### src/rtl/mem_access_unit.sv
// Load/store front end between EX/MEM and word-wide Data_mem.
// Sub-word stores run as a two-cycle read-modify-write.
module mem_access_unit #(
  parameter int MEM_DEPTH   = 256,
  parameter bit RANGE_CHECK = 1'b1
) (
  input  logic        clk,
  input  logic        rst,
  input  logic        req_valid,
  output logic        req_ready,
  input  logic        req_write,
  input  logic [1:0]  req_size,
  input  logic        req_unsigned,
  input  logic [31:0] req_addr,
  input  logic [31:0] req_wdata,
  output logic        rsp_valid,
  output logic [31:0] rsp_rdata,
  output logic        rsp_err,
  output logic [31:0] mem_addr,
  output logic [31:0] mem_wdata,
  output logic        mem_write,
  output logic        mem_read,
  input  logic [31:0] mem_rdata
);

  typedef enum logic {
    IDLE,
    MERGE
  } state_t;

  state_t      state_q, state_d;
  logic        rsp_valid_q, rsp_valid_d;
  logic        rsp_err_q, rsp_err_d;
  logic [31:0] rsp_rdata_q, rsp_rdata_d;
  logic [31:0] mrg_addr_q, mrg_addr_d;
  logic [31:0] mrg_data_q, mrg_data_d;

  logic [31:0] idx;
  logic [4:0]  sh_amt;
  logic [15:0] lane;
  logic [31:0] ld_data;
  logic [31:0] wmask;
  logic [31:0] merged;
  logic        misal;
  logic        bad_size;
  logic        oor;
  logic        err;
  logic        accept;
  logic        sub_st;

  assign req_ready = (state_q == IDLE) && !rst;
  assign rsp_valid = rsp_valid_q;
  assign rsp_err   = rsp_err_q;
  assign rsp_rdata = rsp_rdata_q;

  always_comb begin
    idx      = {2'b00, req_addr[31:2]};
    sh_amt   = {req_addr[1:0], 3'b000};
    lane     = 16'(mem_rdata >> sh_amt);
    bad_size = (req_size == 2'b11);
    misal    = ((req_size == 2'b01) && req_addr[0])
            || ((req_size == 2'b10) && (req_addr[1:0] != 2'b00));
    oor      = RANGE_CHECK && (idx >= 32'(MEM_DEPTH));
    err      = bad_size || misal || oor;
    accept   = req_valid && req_ready;
    sub_st   = req_write && !req_size[1];

    ld_data = mem_rdata;
    wmask   = 32'hFFFF_FFFF;
    unique case (1'b1)
      (req_size == 2'b00): begin
        ld_data = req_unsigned ? {24'h0, lane[7:0]}
                               : {{24{lane[7]}}, lane[7:0]};
        wmask   = 32'h0000_00FF;
      end
      (req_size == 2'b01): begin
        ld_data = req_unsigned ? {16'h0, lane}
                               : {{16{lane[15]}}, lane};
        wmask   = 32'h0000_FFFF;
      end
      default: ;
    endcase

    // Target lane replaced, other lanes kept from the current word
    merged = (mem_rdata & ~(wmask << sh_amt))
           | ((req_wdata & wmask) << sh_amt);
  end

  always_comb begin
    state_d     = state_q;
    mrg_addr_d  = mrg_addr_q;
    mrg_data_d  = mrg_data_q;
    rsp_valid_d = 1'b0;
    rsp_err_d   = 1'b0;
    rsp_rdata_d = 32'h0;
    mem_addr    = 32'h0;
    mem_wdata   = 32'h0;
    mem_write   = 1'b0;
    mem_read    = 1'b0;
    unique case (state_q)
      IDLE: begin
        if (accept) begin
          if (err) begin
            rsp_valid_d = 1'b1;
            rsp_err_d   = 1'b1;
          end else if (!req_write) begin
            mem_read    = 1'b1;
            mem_addr    = idx;
            rsp_valid_d = 1'b1;
            rsp_rdata_d = ld_data;
          end else if (!sub_st) begin
            mem_write   = 1'b1;
            mem_addr    = idx;
            mem_wdata   = req_wdata;
            rsp_valid_d = 1'b1;
          end else begin
            mem_read   = 1'b1;
            mem_addr   = idx;
            mrg_addr_d = idx;
            mrg_data_d = merged;
            state_d    = MERGE;
          end
        end
      end
      MERGE: begin
        state_d = IDLE;
        // Reset during MERGE drops the pending write
        if (!rst) begin
          mem_write   = 1'b1;
          mem_addr    = mrg_addr_q;
          mem_wdata   = mrg_data_q;
          rsp_valid_d = 1'b1;
        end
      end
      default: state_d = IDLE;
    endcase
  end

  always_ff @(posedge clk) begin
    if (rst) begin
      state_q     <= IDLE;
      rsp_valid_q <= 1'b0;
      rsp_err_q   <= 1'b0;
      rsp_rdata_q <= 32'h0;
      mrg_addr_q  <= 32'h0;
      mrg_data_q  <= 32'h0;
    end else begin
      state_q     <= state_d;
      rsp_valid_q <= rsp_valid_d;
      rsp_err_q   <= rsp_err_d;
      rsp_rdata_q <= rsp_rdata_d;
      mrg_addr_q  <= mrg_addr_d;
      mrg_data_q  <= mrg_data_d;
    end
  end

endmodule

### config.mk
export PLATFORM = sky130hd
export DESIGN_NAME = mem_access_unit
export DESIGN_NICKNAME = d
export VERILOG_FILES = /design/src/rtl/mem_access_unit.sv
export SDC_FILE = /design/constraint.sdc
export NUM_CORES = 1
export LEC_CHECK = 0
export ABC_CLOCK_PERIOD_IN_PS = 4940
export CAP_MARGIN = 5
export CORE_MARGIN = 2
export CORE_UTILIZATION = 48
export DETAILED_ROUTE_END_ITERATION = 8
export GPL_TIMING_DRIVEN = 0
export PLACE_DENSITY = 0.92
export SYNTH_ARGS = -nofsm -noshare
export SYNTH_HDL_FRONTEND = slang
export SYNTH_SLANG_ARGS = --single-unit
### constraint.sdc
create_clock -name clk -period 4.94 [get_ports clk]
set_input_delay 0.494 -clock clk [delete_from_list [all_inputs] [get_ports clk]]
set_output_delay 0.494 -clock clk [all_outputs]
set_load 0.02 [all_outputs]
; ---- After elaboration in Yosys (flattened, before gate mapping)
; Cells that the tools add are included.
; Widths: inputs -> output; s select.
[word_totals]
register_bits = 97
input_bits = 103
wordCells = 69
[op_classes]
magnitude_cmp = 1
n_eq_ne = 3
shift = 3
mux = 34
bitwise_logic = 7
n_reduce_logical = 15
[ops]
columns = operator, n
row1 = $pmux 32 s2, 4
row2 = $mux 32, 7
row3 = $mux 30, 3
row4 = $and 32x32->32, 2
row5 = $shl 32x5->32, 2
row6 = $not 32->32, 1
row7 = $or 32x32->32, 1
row8 = $shr 32x5->16, 1
row9 = $ge 30x9->1 const B, 1
row10 = $mux 1, 17
row11 = $pmux 1 s2, 3
row12 = $logic_and 1x1->1, 5
row13 = $reduce_and 5->1, 1
row14 = $reduce_or 5->1, 1
row15 = $eq 2x2->1 const B, 2
row16 = $logic_or 1x1->1, 3
row17 = $not 1->1, 3
row18 = $reduce_or 3->1, 1
row19 = $eq 2x1->1 const B, 1
row20 = $logic_not 1->1, 2
row21 = $logic_not 2->1, 1
row22 = $reduce_bool 2->1, 1

; ---- Depth between registers and ports, before layout
; Gate-level depths: netlist of the first run.
[logic_depth]
word_depth = 8
mapped_depth = 8
mapped_depth_nobuf = 4

; ---- Worst setup path after synthesis of the first run
; Ideal clock, no wire load.
[synth_path]
path_type = input-to-output
startpoint = input port rst
endpoint = output port mem_wdata[10]
t_arrival_ns = 2.073
t_required_ns = 4.446
slack_ns = 2.373
path_stages = 6
n_path_buf = 2
cell_sequence = buf_2 nor2_1 nand2_1 nor4_2 buf_2 a22o_1
[synth_via]
elab_chain_cells = 5
word_cells_on_any_way = 6
cone_classes = mux (3) / reduce/logical (3)
[synth_lines]
columns = element, line
row1 = start: declaration, 8  ; input logic rst,
row2 = $logic_not 1->1, --
row3 = $logic_and 1x1->1, 51  ; assign req_ready = (state_q == IDLE) && !rst;
row4 = via req_ready, 10  ; output logic req_ready,
row5 = $logic_and 1x1->1, 65  ; accept = req_valid && req_ready;
row6 = $mux 32, 102  ; if (accept) begin
row7 = $pmux 32 s2, 100  ; unique case (state_q)
row8 = end: declaration, 20  ; output logic [31:0] mem_wdata,
; The timed path passes the listed nets, and every way through them passes these cells.

; ---- Worst setup path after layout of the first run
[layout_path]
startpoint = input port req_size[0]
endpoint = output port mem_wdata[21]
[layout_via]
elab_chain_cells = 8
word_cells_on_any_way = 11
cone_classes = eq/ne (3) / mux (3) / reduce/logical (5)
[layout_lines]
columns = element, line
row1 = start: declaration, 12  ; input logic [1:0] req_size,
row2 = $eq 2x1->1 or $eq 2x2->1 (tied branches), "61, 62"
row3 = $logic_and 1x1->1 (on tied branches), "61, 62"
row4 = $logic_or 1x1->1, 62  ; || ((req_size == 2'b10) && (req_addr[1:0] != 2'b00));
row5 = $logic_or 1x1->1 * (2 in a row), 64  ; err = bad_size || misal || oor;
row6 = $mux 32 *, 103  ; if (err) begin
row7 = $mux 32 *, 102
row8 = $pmux 32 s2 *, 100
; Every way passes the cells marked *; elsewhere a longest branch is shown, timed or not.

==> results of run 1 <==
-- path summary, 6_finish.rpt --
path,from,end,slack [ns],cells after the start
worst max-delay path,req_size[0],mem_wdata[21],1.20,7
worst min-delay path,mrg_addr_q[14],mrg_addr_q[14],0.46,1
worst max register to register,state_q,mrg_addr_q[17],2.90,6
worst min register to register,mrg_addr_q[14],mrg_addr_q[14],0.46,1
-- cell type report --
type / instances / area (sq um)
inverters: 3 / 11.26
plain buffers: 72 / 307.8
well taps: 140 / 175.2
fillers: 851 / 3134
repair buffers: 199 / 1992
flip-flops and latches: 97 / 1942
clock buffers: 10 / 137.6
multi-input cells: 441 / 3022
clock inverters: 6 / 71.32
-- metrics by stage --
| step | power [uW] | instances |
|---|---|---|
| 4_1_cts | 1623 | 968 |
| 3_3_place_gp | 1077 | 952 |
| 6_report | 1634 | 968 |
| 3_5_place_dp | 1081 | 952 |
| 5_1_grt | 1677 | 968 |
| 2_1_floorplan | 924.9 | 613 |
-- cell usage in the layout, fill, tap and decap left out, types with 4 or more instances in the layout --
cell / n
nand2_1: 40
and2_1: 47
a21oi_1: 49
buf_1: 4
clkbuf_8: 10
dfxtp_1: 97
a22o_1: 44
clkdlybuf4s50_1: 199
a211oi_1: 16
o21ai_0: 27
clkbuf_1: 47
mux2i_1: 17
nor2_1: 35
o31ai_1: 9
and3_1: 8
nor2b_1: 11
nand4_1: 9
buf_2: 18
a2111oi_4: 4
a22oi_1: 20
a221oi_1: 8
a311oi_1: 16
nor4_1: 5
a41oi_1: 32
-- layer usage --
layer  GRT usage  part of all wire  vias to the layer above
met4      0.2033             0.053                        0
met2      0.5652              0.47                      423
met5           0                 0                        -
met1      0.4200              0.39                     2868
li1            -                 -                     2758
met3     0.06575             0.095                       76
-- sequential cells by signal, indices dropped and copies added, names as in the netlist --
register	flops
rsp_rdata	32
rsp_err	1
state_q	1
rsp_valid	1
mrg_addr_q	30
mrg_data_q	32
-- worst max-delay path, stage by stage --
cell and delay, ns:
clkdlybuf4s50_1 0.50, a21oi_1 0.35, o211ai_1 0.21, nor4_2 0.51, buf_2 0.36, a22o_1 0.20, clkdlybuf4s50_1 0.61
-- logic make-up after synthesis --
family,Yosys count,synth area share
flip-flops,97,0.3679
AO/OA/AOI/OAI,243,0.3527
AND/OR/NAND/NOR,177,0.1797
buffers and inverters,75,0.06044
other,1,0.0007104
multiplexers,19,0.03863
-- power by group through the flow --
stage	clock network [uW]	registers, uW	logic, uW
after floorplan	0	802	123
after global placement	0	801	276
after detailed placement	0	801	280
after CTS	559	782	281
after global routing	589	783	305
final	562	782	290
==> summary.md, run 1 <==
| Metric | Value |
|---|---|
| Status | completed |
| Via count | 6,125 |
| Net Sw Power | 471.7 uW |
| Crit Path Max Fanout | 10 |
| Post-synthesis register bit count | 97 |
| WP data arrival | 3.25 ns |
| Vias per cell | 6.327 |
| RSZ-0062 raised after global routing | false |
| Count of input and output buffers | 199 |
| Crit Path Class | in2out |
| Worst skew pair latency | 0.38 ns |
| Grt ovf | 0 |
| WHS | 0.4592 ns |
| Layout cells sized above 1 | 0.06039 |
| Final hold vios | 0 |
| Core footprint | 10,790 sq um |
| Commonest cells post-synth | dfxtp_1 (97), a21oi_1 (49), and2_1 (47), clkbuf_1 (47), a22o_1 (44) |
| Initial Util | 0.4891 |
| Top_reg_cell synth | dfxtp_1 |
| Io pins | 204 |
| Setup Buffers After CTS | 0 |
| Sequential area share after synthesis | 0.3679 |
| Asr flop ratio synth | 0 |
| Pin count of the biggest net entering global routing | 18 |
| Initial antenna violation count | 0 |
| Die area | 11,850 sq um |
| Max IR drop VDD | 0.0001546 V |
| Global-route wire length before repair | 31,540 microns |
| Cts hold-fix bufs | 0 |
| Clk sinks | 97 |
| CP Capture Type | primary output |
| Yosys synthesis warning count | 0 |
| DR iter-0 viols | 629 |
| Die H | 108.9 microns |
| ANT cells | 0 |
| F_max | 267.2 MHz |
| Final WS setup | 1.197 ns |
| DRC | 0 |
| Post-route ant nets | 0 |
| Post-layout min period | 3.743 ns |
| Max-cap violations | 0 |
| Total CTS buffers | 9 |
| Detailed Routing Iterations Pass 1 | 5 |
| Final Max Tran Viols | 0 |
| Final wirelength | 20,620 microns |
| Placement Rows | 38 |
| Synth unique cells | 55 |
| Post-Layout Inst Area | 7659 sq um |
| Startpoint types | input pin |
| Final setup TNS | 0 ns |
| H-tree depth | 3 |
| Hold crit path type | reg2reg |
| Clk_skew | 0.005234 ns |
| Leakage | 0.002684 uW |
| Clk buf depth | 2 |
| Net count, final | 926 |
| CTS tree | done |
| Clk pin slew, worst setup/hold paths | 0.10 ns |
| HPWL after detailed placement | 16,330 microns |
| Int Power | 1163 uW |
| Top post-synthesis cells by area | dfxtp_1 (37%), a22o_1 (7.3%), and2_1 (5.6%) |
| P per Cell Area | 213.4 nW/um^2 |
| Cells after Synth | 612 |
| Worst slew margin | 0.2891 |
| Placed inst area | 7450 sq um |
| Sequential share of power | 0.479 |
| PostCTS Resize Cnt | 0 |
| Avg Inst Size Synth | 8.626 sq um |
| Synthesized area | 5279 sq um |
| Tot GR Track Use | 0.3450 |
| Number of global-route vias before repair | 5,929 |
| Worst-margin pin slew | 1.057 ns |
| Final setup vio count | 0 |
| Area growth syn-to-layout | 45.08% |
| Count leader, synth | dfxtp_1 |
| Area leader, netlist | dfxtp_1 |
| Root Driver | clkbuf_8 |
| Final Cycle Share | 0.7577 |
| DP Worst Slack | 1.248 ns |
| Final Wtd Congestion | 0.9533 |
| Clk pwr share | 0.344 |
| Logic pwr share | 0.178 |
| Post-synth top area share | 0.3679 |
| Routed length per instance | 21.30 microns |
| Die width | 108.9 microns |
| Util after Layout | 0.7096 |
| WP data required | 4.45 ns |
| Post-synth EDFFs | 0 |
| Switch share | 0.2886 |
Power figures use the tool's default switching activity.
==> run 2: changes to the inputs <==
==> config.mk (replaced) <==
export PLATFORM = sky130hd
export DESIGN_NAME = mem_access_unit
export DESIGN_NICKNAME = d
export VERILOG_FILES = /design/src/rtl/mem_access_unit.sv
export SDC_FILE = /design/constraint.sdc
export NUM_CORES = 1
export LEC_CHECK = 0
export ABC_CLOCK_PERIOD_IN_PS = 3400
export CAP_MARGIN = 5
export CORE_MARGIN = 2
export CORE_UTILIZATION = 40
export DETAILED_ROUTE_END_ITERATION = 8
export GPL_TIMING_DRIVEN = 0
export PLACE_DENSITY = 0.82
export SYNTH_ARGS = -nofsm -noshare
export SYNTH_HDL_FRONTEND = slang
export SYNTH_SLANG_ARGS = --single-unit
==> constraint.sdc (replaced) <==
create_clock -name clk -period 3.4 [get_ports clk]
set_input_delay 0.34 -clock clk [delete_from_list [all_inputs] [get_ports clk]]
set_output_delay 0.34 -clock clk [all_outputs]
set_load 0.02 [all_outputs]
==> run 2 against run 1 <==
Final area increased by 2.5%; clock power grew 77%; clock skew fell by 0.0015 ns; clock-buffer cell count decreased by 1; cell count grew 3.6%; worst setup slack got worse by 1.0 ns; flip-flop and latch count is the same; sequential power grew 46%; die area grew 19%; critical path type is now reg2out; largest cell class unchanged; largest power group unchanged.
==> summary.md, run 2 (synthesis gave the netlist of run 1 again) <==
| Metric | Value |
|---|---|
| Count of input and output buffers | 199 |
| Cts hold-fix bufs | 0 |
| Die area | 14,130 sq um |
| Hold crit path type | reg2reg |
| DP Worst Slack | -0.1838 ns |
| Die width | 118.9 microns |
| Clk_skew | 0.003741 ns |
| WP data required | 3.06 ns |
| Util after Layout | 0.6149 |
| Most frequent cells in the layout | clkdlybuf4s50_1 (199), dfxtp_1 (97), a21oi_1 (48), and2_1 (47), clkbuf_1 (46) |
| Worst skew pair latency | 0.36 ns |
| Final setup vio count | 0 |
| Final wirelength | 20,470 microns |
| Crit Path Max Fanout | 10 |
| Pin count of the biggest net entering global routing | 19 |
| Crit Path Class | reg2out |
| Tot GR Track Use | 0.2916 |
| Final WS setup | 0.1709 ns |
| Final hold vios | 0 |
| Post-Layout Inst Area | 7854 sq um |
| Die H | 118.9 microns |
| Worst slew margin | 0.4195 |
| Layout cells sized above 1 | 0.06859 |
| Total CTS buffers | 9 |
| Area growth syn-to-layout | 48.78% |
| HPWL after detailed placement | 15,680 microns |
| Final Wtd Congestion | 0.9892 |
| Crit-path max cell delay | 0.63 ns |
| Initial Util | 0.4133 |
| Startpoint types | flip-flop |
| Worst-margin pin slew | 0.8634 ns |
| Dpl cells | 984 |
| Global-route wire length before repair | 32,290 microns |
| CTS tree | done |
| P per Cell Area | 324.9 nW/um^2 |
| CP Capture Type | primary output |
| Final Cycle Share | 0.9497 |
| H-tree depth | 3 |
| Leading cell type in the layout, fill and taps excluded | clkdlybuf4s50_1 |
| Core footprint | 12,770 sq um |
| F_max | 309.7 MHz |
| CP cell instances | inv_1, nor2_1, clkbuf_1, a22o_1, clkdlybuf4s50_1 |
| WHS | 0.4496 ns |
| Final Max Tran Viols | 0 |
| Initial antenna violation count | 0 |
| Placed inst area | 7490 sq um |
| DR iter-0 viols | 690 |
| WP data arrival | 2.89 ns |
| RSZ-0062 raised after global routing | false |
| Clk buf depth | 2 |
| Max IR drop VDD | 0.0003505 V |
| Leakage | 0.002750 uW |
| Post-route ant nets | 0 |
| Non-Filler Instances | 1,003 |
| Status | completed |
| Max-cap violations | 0 |
| Via count | 6,017 |
| Placement Rows | 41 |
| Detailed Routing Iterations Pass 1 | 5 |
| ANT cells | 0 |
| Root Driver | clkbuf_16 |
| Seq. cell area | 1942 sq um |
| Slowest cell on crit path | clkbuf_1 |
| Vias per cell | 5.999 |
| Routed length per instance | 20.41 microns |
| Clk sinks | 97 |
| Area of the multi-input gates | 3077 sq um |
| DRC | 0 |
| Fillers | 1,092 |
| Number of global-route vias before repair | 5,931 |
| Grt ovf | 0 |
| Clk pin slew, worst setup/hold paths | 0.07 ns |
| Net count, final | 929 |
| Io pins | 204 |
| Post-layout min period | 3.229 ns |
## run 2: cell count changes in the layout (fill, tap and decap cells not counted), moves of 2 or more
cell       before  now
clkbuf_8       10    0
clkbuf_16       0    9
clkinv_4        0    3
buf_2          18   16
buf_4           2    4
clkbuf_4        0    2
inv_6           2    0
nor4_1          5    3
nor4_4          0    2
## run 2: cell type report
type / count / area share
Tap cell: 172 / 0.02740
Sequential cell: 97 / 0.2473
Clock inverter: 7 / 0.008125
Inverter: 3 / 0.001434
Multi-Input combinational cell: 442 / 0.3917
Clock buffer: 9 / 0.02868
Buffer: 72 / 0.03983
Timing Repair Buffer: 201 / 0.2555
## run 2: stage by stage
| stage | power [uW] | setup TNS, ns |
|---|---|---|
| global placement | 1563 | -1.814 |
| floorplan | 1344 | 0 |
| CTS | 2549 | 0 |
| detailed placement | 1565 | -4.273 |
| global route | 2637 | 0 |
| finish | 2551 | 0 |
## run 2: final timing paths
path	depth (start not counted)	slack [ns]	startpoint	to
worst max-delay path	5	0.17	state_q	mem_wdata[23]
worst min-delay path	1	0.45	mrg_addr_q[16]	mrg_addr_q[16]
worst max register to register	6	1.28	state_q	rsp_rdata[5]
worst min register to register	1	0.45	mrg_addr_q[16]	mrg_addr_q[16]
## run 2: where the power goes
group | internal (uW) | switching [uW]
Combinational | 184 | 235
Clock | 510 | 486
Sequential | 1140 | 0.404
## run 2: repair_timing
item,4_1_cts,5_1_grt
cloned,0,1
buffers inserted,0,2
pin swaps,0,2
gates resized for setup,3,7
setup endpoints to repair,39,39
## run 2: critical path: cells and delay by family (launching register included)
family          cells  cell delay [ns]
flops               1             0.37
simple gates        1             0.56
buf+inv             3             1.31
compound gates      1             0.29
## run 2: metal layers
layer | vias up | global-route usage | wire [microns]
met4 | 0 | 0.1421 | 974
met5 | - | 0 | 0
met1 | 2788 | 0.3596 | 8001
met2 | 383 | 0.4637 | 9390
met3 | 77 | 0.08716 | 2100
li1 | 2769 | - | -
==> run 3: changes to the inputs <==
--- a/config.mk
+++ b/config.mk
@@ -7,7 +7,7 @@
 export LEC_CHECK = 0
 export ABC_CLOCK_PERIOD_IN_PS = 3400
 export CAP_MARGIN = 5
-export CORE_MARGIN = 2
+export CORE_MARGIN = 8
 export CORE_UTILIZATION = 40
 export DETAILED_ROUTE_END_ITERATION = 8
 export GPL_TIMING_DRIVEN = 0
==> constraint.sdc (replaced) <==
create_clock -name clk -period 3.4 [get_ports clk]
set_input_delay 0.34 -clock clk [delete_from_list [all_inputs] [get_ports clk]]
set_output_delay 0.34 -clock clk [all_outputs]
set_load 0.01 [all_outputs]
==> run 3 against run 2 <==
Flip-flop and latch count unchanged; power up 0.15%; clock power about the same; core utilization down 1.6 points; critical path depth up 2; sequential share of layout area about the same; final area down 0.16%; critical endpoint unchanged; largest cell class unchanged.
==> summary.md, run 3 (synthesis gave the netlist of run 1 again) <==
| Metric | Value |
|---|---|
| Number of global-route vias before repair | 5,967 |
| GR Util met1 | 0.2963 |
| Detailed Routing Iterations Pass 1 | 6 |
| Hold wc startpoint | mrg_addr_q[17] |
| Clk pin slew, worst setup/hold paths | 0.07 ns |
| Tot GR Track Use | 0.2504 |
| WHS Path Cells | 1 |
| DP Worst Slack | -0.1364 ns |
| Die width | 130.9 microns |
| Worst slew margin | 0.4236 |
| Post-layout min period | 3.210 ns |
| RSZ-0062 raised after global routing | false |
| Die area | 17,130 sq um |
| Area of the multi-input gates | 3052 sq um |
| Initial antenna violation count | 0 |
| Post-Layout Inst Area | 7841 sq um |
| DRC | 0 |
| Crit Path Class | in2out |
| CTS tree | done |
| GR Layer Usage met2 | 0.3980 |
| Final wirelength | 21,750 microns |
| Pin count of the biggest net entering global routing | 18 |
| HPWL after detailed placement | 16,920 microns |
| Leakage | 0.002757 uW |
| Vias per cell | 5.953 |
| P per Cell Area | 325.9 nW/um^2 |
| Fillers | 1,165 |
| Count of input and output buffers | 199 |
| Final Max Tran Viols | 0 |
| Startpoint types | input pin |
| Cells on worst reg2reg path | 5 |
| Area growth syn-to-layout | 48.54% |
| Placement Rows | 42 |
| Clk sinks | 97 |
| Initial Util | 0.4034 |
| WP data arrival | 2.87 ns |
| Sequential share of power | 0.445 |
| Int Power | 1846 uW |
| Clk_skew | 0.005028 ns |
| Final Cycle Share | 0.9442 |
| Clk buf depth | 2 |
| WHS Endpoint | mrg_addr_q[17] |
| Status | completed |
| Final setup vio count | 0 |
| Placed inst area | 7495 sq um |
| Total CTS buffers | 9 |
| Crit Path Max Fanout | 10 |
| Root Driver | clkbuf_16 |
| Core footprint | 13,090 sq um |
| Total Power | 2555 uW |
| GR Util met3 | 0.07265 |
| Grt ovf | 0 |
| Max-cap violations | 0 |
| ANT cells | 0 |
| Final WS setup | 0.1896 ns |
| H-tree depth | 3 |
| Global-route wire length before repair | 32,670 microns |
| Hold crit path type | reg2reg |
| Worst-margin pin slew | 0.8573 ns |
| WP data required | 3.06 ns |
| Switch share | 0.2778 |
| Max IR drop VDD | 0.0003057 V |
| Logic pwr share | 0.163 |
| Final setup TNS | 0 ns |
| Via count | 5,989 |
| DR iter-0 viols | 748 |
| R2r setup slk | 1.35 ns |
| Clk pwr share | 0.392 |
| GR peak layer | met2 |
| Layout cells sized above 1 | 0.06627 |
| Crit Reg-Reg Startpoint | state_q |
| Final Wtd Congestion | 0.9853 |
| Cts hold-fix bufs | 0 |
| Die H | 130.9 microns |
| Routed length per instance | 21.62 microns |
| CP Capture Type | primary output |
| Worst skew pair latency | 0.35 ns |
| Net count, final | 928 |
| Net Sw Power | 709.8 uW |
| Io pins | 204 |
| Leading cell type in the layout, fill and taps excluded | clkdlybuf4s50_1 |
| F_max | 311.5 MHz |
| Most frequent cells in the layout | clkdlybuf4s50_1 (199), dfxtp_1 (97), a21oi_1 (48), clkbuf_1 (47), and2_1 (47) |
| Reg2reg end | rsp_rdata[0] |
| Final hold vios | 0 |
| Post-route ant nets | 0 |
| Seq. cell area | 1942 sq um |
==> run 3: cell count changes in the layout (fill, tap and decap cells not counted), sizes merged <==
| cell | delta |
|---|---|
| clkinvlp | -1 |
| nor3 | -1 |
| buf | +1 |
==> run 3: layout make-up <==
class                           instances  area share
Clock buffer                           10     0.03048
Buffer                                 72     0.03925
Multi-Input combinational cell        441      0.3892
Clock inverter                          6    0.006383
Inverter                                3    0.001436
Sequential cell                        97      0.2476
Timing Repair Buffer                  201      0.2575
Tap cell                              176     0.02808
==> run 3: power by group through the flow <==
stage | sequential, uW | clock, uW | combinational [uW]
after detailed placement | 1160 | 0 | 400
after global routing | 1140 | 1060 | 441
after global placement | 1160 | 0 | 398
after floorplan | 1160 | 0 | 177
final | 1140 | 1000 | 418
after CTS | 1140 | 1020 | 403
==> run 3: per-stage QoR <==
step	util	hold slack [ns]	cells
after floorplan	-	0.4209	613
after global placement	0.5728	0.4331	988
after detailed placement	0.5728	0.4351	988
after CTS	0.5965	0.4559	1004
after global routing	0.5993	0.4664	1006
final	0.5993	0.4521	1006
==> run 3: critical path: stages <==
cell and delay [ns]:
clkdlybuf4s50_1 0.39, nor4_1 0.37, nand4_1 0.26, nor4_4 0.43, buf_2 0.32, a22o_1 0.21
clkdlybuf4s50_1 0.55
==> run 3: worst max path at each step <==
stage                            start            end  slack (ns)  cells past startpoint
after floorplan                    rst  mem_wdata[10]        1.37                      6
after global placement    req_addr[15]  mem_wdata[23]       -0.12                      7
after detailed placement  req_addr[15]  mem_wdata[23]       -0.14                      7
after CTS                  req_addr[0]  mem_wdata[23]        0.11                      7
after global routing      req_addr[27]  mem_wdata[22]        0.01                      7
final                     req_addr[27]  mem_wdata[23]        0.19                      7
==> run 3: timing repair <==
action | 4_1_cts | 5_1_grt
setup endpoints to repair | 39 | 12
resized for setup | 3 | 2
buffers inserted | 0 | 2
pin swaps | 0 | 2
==> run 3: layer usage <==
layer / wire (microns) / part of all wire
met1: 8516 / 0.39
met2: 9835 / 0.45
met3: 2376 / 0.11
met4: 1019 / 0.047
met5: 0 / 0
